`config.mk`:
```
export PLATFORM = sky130hd
export DESIGN_NAME = traffic_cnt_ctrl_flat
export DESIGN_NICKNAME = d
export VERILOG_FILES = /design/src/rtl/traffic_cnt_ctrl_if.sv /design/src/rtl/traffic_cnt_ctrl.sv /design/src/flat_wrapper.sv
export SDC_FILE = /design/constraint.sdc
export NUM_CORES = 1
export LEC_CHECK = 0
export CAP_MARGIN = 0
export CELL_PAD_IN_SITES_DETAIL_PLACEMENT = 2
export CELL_PAD_IN_SITES_GLOBAL_PLACEMENT = 2
export CORE_MARGIN = 2
export CORE_UTILIZATION = 35
export CTS_BUF_LIST = sky130_fd_sc_hd__clkbuf_4 sky130_fd_sc_hd__clkbuf_8
export DETAILED_ROUTE_END_ITERATION = 6
export PLACE_DENSITY = 0.84
export SKIP_CTS_REPAIR_TIMING = 1
export SLEW_MARGIN = 20
export SYNTH_ARGS = -nofsm -noshare
export SYNTH_HDL_FRONTEND = slang
export SYNTH_SLANG_ARGS = --single-unit
```
`constraint.sdc`:
```
create_clock -name clk -period 2.45 [get_ports clk]
set_clock_uncertainty 0.05 [all_clocks]
set_input_delay 0.735 -clock clk [delete_from_list [all_inputs] [get_ports clk]]
set_output_delay 0.735 -clock clk [all_outputs]
set_load 0.01 [all_outputs]
```
`src/rtl/traffic_cnt_ctrl_if.sv`:
```
// Control and display bundle between the traffic controller and its environment:
// run/skip requests in, countdown value, lamps and event pulses out.
interface traffic_cnt_ctrl_if;
    logic       en;
    logic       skip;
    logic [4:0] cnt_d;
    logic [2:0] light;
    logic       tick;
    logic       phase_done;

    modport master (
        output en,
        output skip,
        input  cnt_d,
        input  light,
        input  tick,
        input  phase_done
    );

    modport slave (
        input  en,
        input  skip,
        output cnt_d,
        output light,
        output tick,
        output phase_done
    );
endinterface

```
`src/rtl/traffic_cnt_ctrl.sv`:
```
// Traffic-light phase controller: RED -> GREEN -> YELLOW -> RED, each phase counting
// seconds down from its duration to 1, with early skip and run/freeze control.
module traffic_cnt_ctrl #(
    parameter int TICK_DIV = 50_000_000,
    parameter int T_RED    = 30,
    parameter int T_GREEN  = 25,
    parameter int T_YELLOW = 5
) (
    input  logic                 clk,
    input  logic                 rst,
    traffic_cnt_ctrl_if.slave    io_bus
);

    localparam int             PW     = $clog2(TICK_DIV);
    localparam logic [PW-1:0]  PRE_TC = PW'(TICK_DIV - 1);
    localparam logic [4:0]     D_RED  = 5'(T_RED);
    localparam logic [4:0]     D_GRN  = 5'(T_GREEN);
    localparam logic [4:0]     D_YEL  = 5'(T_YELLOW);
    localparam logic [2:0]     L_RED  = 3'b100;
    localparam logic [2:0]     L_GRN  = 3'b001;
    localparam logic [2:0]     L_YEL  = 3'b010;

    typedef enum logic [1:0] {
        RED    = 2'd0,
        GREEN  = 2'd1,
        YELLOW = 2'd2
    } state_t;

    state_t          r_state;
    logic [PW-1:0]   r_pre;
    logic [4:0]      r_cnt;
    logic [2:0]      r_light;
    logic            r_tick;
    logic            r_phase_done;
    logic            w_tc;

    assign w_tc = (r_pre == PRE_TC);

    // Phase FSM, prescaler and countdown; skip overrides a coincident terminal count
    always_ff @(posedge clk or posedge rst) begin
        if (rst) begin
            r_state      <= RED;
            r_pre        <= '0;
            r_cnt        <= D_RED;
            r_light      <= L_RED;
            r_tick       <= 1'b0;
            r_phase_done <= 1'b0;
        end else begin
            r_tick       <= 1'b0;
            r_phase_done <= 1'b0;
            case (r_state)
                RED, GREEN, YELLOW: begin
                    if (io_bus.en) begin
                        if (io_bus.skip || (w_tc && (r_cnt == 5'd1))) begin
                            r_pre        <= '0;
                            r_phase_done <= 1'b1;
                            r_tick       <= ~io_bus.skip;
                            case (r_state)
                                RED: begin
                                    r_state <= GREEN;
                                    r_cnt   <= D_GRN;
                                    r_light <= L_GRN;
                                end
                                GREEN: begin
                                    r_state <= YELLOW;
                                    r_cnt   <= D_YEL;
                                    r_light <= L_YEL;
                                end
                                default: begin
                                    r_state <= RED;
                                    r_cnt   <= D_RED;
                                    r_light <= L_RED;
                                end
                            endcase
                        end else if (w_tc) begin
                            r_pre  <= '0;
                            r_cnt  <= r_cnt - 5'd1;
                            r_tick <= 1'b1;
                        end else begin
                            r_pre <= r_pre + PW'(1);
                        end
                    end else begin
                        r_pre <= r_pre;
                    end
                end
                default: begin
                    // Unreachable encoding: fall back to a clean RED phase
                    r_state <= RED;
                    r_pre   <= '0;
                    r_cnt   <= D_RED;
                    r_light <= L_RED;
                end
            endcase
        end
    end

    assign io_bus.cnt_d      = r_cnt;
    assign io_bus.light      = r_light;
    assign io_bus.tick       = r_tick;
    assign io_bus.phase_done = r_phase_done;

endmodule

```
`src/flat_wrapper.sv`:
```
// flat-port wrapper written by rule: the top's interface ports become plain ports
module traffic_cnt_ctrl_flat 
#(
    parameter int TICK_DIV = 50_000_000,
    parameter int T_RED    = 30,
    parameter int T_GREEN  = 25,
    parameter int T_YELLOW = 5
)
  (clk, rst, io_bus_en, io_bus_skip, io_bus_cnt_d, io_bus_light, io_bus_tick, io_bus_phase_done);
  traffic_cnt_ctrl_if io_bus_i ();
  input  logic clk;
  input  logic rst;
  input wire logic [$bits(io_bus_i.en)-1:0] io_bus_en;
  input wire logic [$bits(io_bus_i.skip)-1:0] io_bus_skip;
  output wire logic [$bits(io_bus_i.cnt_d)-1:0] io_bus_cnt_d;
  output wire logic [$bits(io_bus_i.light)-1:0] io_bus_light;
  output wire logic [$bits(io_bus_i.tick)-1:0] io_bus_tick;
  output wire logic [$bits(io_bus_i.phase_done)-1:0] io_bus_phase_done;
  assign io_bus_i.en = io_bus_en;
  assign io_bus_i.skip = io_bus_skip;
  assign io_bus_cnt_d = io_bus_i.cnt_d;
  assign io_bus_light = io_bus_i.light;
  assign io_bus_tick = io_bus_i.tick;
  assign io_bus_phase_done = io_bus_i.phase_done;
  traffic_cnt_ctrl #(.TICK_DIV(TICK_DIV), .T_RED(T_RED), .T_GREEN(T_GREEN), .T_YELLOW(T_YELLOW)) u_core (.clk(clk), .rst(rst), .io_bus(io_bus_i));
endmodule
```
==> flow_summary.ini <==
[run_status]
outcome = finished, final reports clean

[floorplanning]
initial_core_util = 0.3611
rows = 27
die_area_sq_mm = 0.006300
ioPinCount = 14
die_x_microns = 79.37
die_height_microns = 79.37
core_sq_mm = 0.005507

[detailed_routing]
wl_mm = 5.263
via_count = 1653
drt_iter0_drc = 41
wire_per_inst_microns = 17.20
first_pass_iters = 4
drcViolationCount = 0
ant_nets = 0
viasPerCell = 5.402

[critical_path]
cp_slowest_cell = dfstp_2
cpLargestDelayFamily = flip-flops
crit_path_start_kind = flip-flop
crit_arrival_ns = 1.42
crit_fanout = 5
cp.required_ns = 1.66
max_stage_delay_ns = 0.58
path_class = flip-flop to primary output
cp-end-kind = primary output
timing.critical_path.buf_inv = 1
crit_chain = clkdlybuf4s50_1

[synthesis]
synth_seq_cells = 36
synth_top_cell_by_area = dfrtp_1
syn_area_sq_mm = 0.001988
synthesis.instances = 210
synth_area_per_cell_sq_um = 9.467
ys_warn_count = 0
yosysUniqueCellTypes = 46
seq_area_frac_synth = 0.4563
syn_nets = 217
synth_top_cell_area_share = 0.3902
yosys-top-cells-area = dfrtp_1, xnor2_1, dfstp_2, nor2_1, nand3_1

[sta]
grt_setup_unrepaired = false
finalWorstSetupSlack_ns = 0.2438
hold_violations = 0
tightest_slew_ns = 0.5519
relSlewSlack = 0.6307
fin_crit_ns = 2.206
drv_slew = 0
fmax_mhz = 453.3
finalCritPeriodShare = 0.9005
finalSetupViolations = 0

[global_route]
overflow = 0
groute.usage.overall = 0.1919
antenna_found_initial = 0
grt_pass1_wl_mm = 9.418
grt_start_max_net_pins = 37
first_global_vias = 1872

[min_path]
hp-class = flip-flop to flip-flop

[cts]
cts_max_level = 2
cts-root-buf = clkbuf_8
cts_made_buffers = 5
cts_tree = done
cts.clk_slew.worst_paths_ns = 0.08
cts_max_path_buffers = 2
cts.sinks = 36
worstSkewPairLatency_ns = 0.29

[final_layout]
antenna_cells = 0
layout_commonest_cell = nor2_1
area_delta_synth_final_pct = 18.38
final_core_util = 0.4274
drive_above_1_share = 0.1453
final_nets = 240
mostFrequentLayoutCells = nor2_1, dfrtp_1, xnor2_1

[place]
pre_cts_slack_ns = -0.03763
dp_hpwl_mm = 3.858
place_congestion = 0.7798
numPortBuffers = 13

[pwr]
powerDensity_mw_per_mm2 = 742.7
static-leakage-power_nw = 0.9606
peakVddDrop_mv = 0.3536

[flow_run]
drv_cap = 0
==> synthesized netlist by cell type, drive strengths merged <==
cell type and instances:
xnor2 22, clkbuf 3, nor4bb 1, nor4 6
o211ai 2, or2b 1, xor2 2, o2bb2ai 1
inv 15, nor3 12, o31ai 1, a32o 1
a211o 1, nor2 37, dfrtp 31, a2111oi 1
o22ai 1, nand2 12, a21o 2, a211oi 5
a21oi 4, o21ai 4, or4 2, or4b 1
buf 3, a2bb2oi 1, and2 2, and3 2
nand4 7, or3 1, nor4b 3, nand3 11
dfstp 5, a22o 1, and4 2, a31oi 1
ha 3
==> path summary, 6_finish.rpt <==
| check | from | to | slack [ns] | cells after the start |
|---|---|---|---|---|
| setup reg to reg | u_core.r_pre[0] | u_core.io_bus.cnt_d[3] | 0.25 | 6 |
| min in group asynchronous | rst | u_core.r_pre[24] | 0.80 | 3 |
| hold / removal | u_core.io_bus.cnt_d[4] | u_core.io_bus.cnt_d[4] | 0.46 | 2 |
| hold reg to reg | u_core.io_bus.cnt_d[4] | u_core.io_bus.cnt_d[4] | 0.46 | 2 |
| max in group asynchronous | rst | u_core.io_bus.light[2] | 1.18 | 3 |
| setup / recovery | u_core.io_bus.cnt_d[2] | io_bus_cnt_d[2] | 0.24 | 1 |
==> kinds of logic (layout without fill, tap and decap cells) <==
group                      count (synthesis)  in the layout  share of synthesized area
and+or+nand+nor                          100            100                     0.2763
DFF                                       36             36                     0.4563
AOI/OAI and AO/OA                         26             26                     0.1001
xor gates and xnor gates                  24             24                     0.1057
buffers and inverters                     21             45                    0.04279
adders and majority gates                  3              3                    0.01888
==> metrics by stage <==
stage / area, sq um / total power [W] / hold slack (ns) / cells / setup TNS, ns
after floorplan: 1988 / 0.001068 / 0.4472 / 210 / 0
after global placement: 2260 / 0.001291 / 0.4480 / 298 / 0
after detailed placement: 2260 / 0.001321 / 0.4560 / 298 / -0.06548
after CTS: 2352 / 0.001779 / 0.4693 / 306 / 0
after global routing: 2354 / 0.001869 / 0.4906 / 306 / 0
final: 2354 / 0.001748 / 0.4620 / 306 / 0
==> state kept, by name (all words and copies together) (netlist names) <==
name	cells
u_core.io_bus.cnt_d	5
u_core.io_bus.tick	1
u_core.r_pre	26
u_core.io_bus.light	3
u_core.io_bus.phase_done	1
==> area by class of cell <==
type | instances | area [sq um]
clock inverter | 2 | 10.01
multi-input combinational | 153 | 997.2
inverter | 15 | 56.30
timing repair buffer | 22 | 210.2
sequential | 36 | 907.1
tap | 72 | 90.09
fill | 607 | 3153
clock buffer | 6 | 82.58
==> layer usage <==
| metal | up-vias | global-route usage | part of all wire |
|---|---|---|---|
| met5 | - | 0 | 0 |
| li1 | 776 | - | - |
| met2 | 20 | 0.3508 | 0.53 |
| met3 | 9 | 0.03507 | 0.020 |
| met1 | 848 | 0.2319 | 0.44 |
| met4 | 0 | 0.04828 | 0.015 |
==> report_power, final <==
group,total [W],internal [W],switching (W),leakage (nW)
combinational,0.000503,0.000238,0.000265,0.431
clock,0.000446,0.000225,0.000221,0.0510
sequential,0.000799,0.000702,0.0000975,0.478
Power figures use the tool's default switching activity.
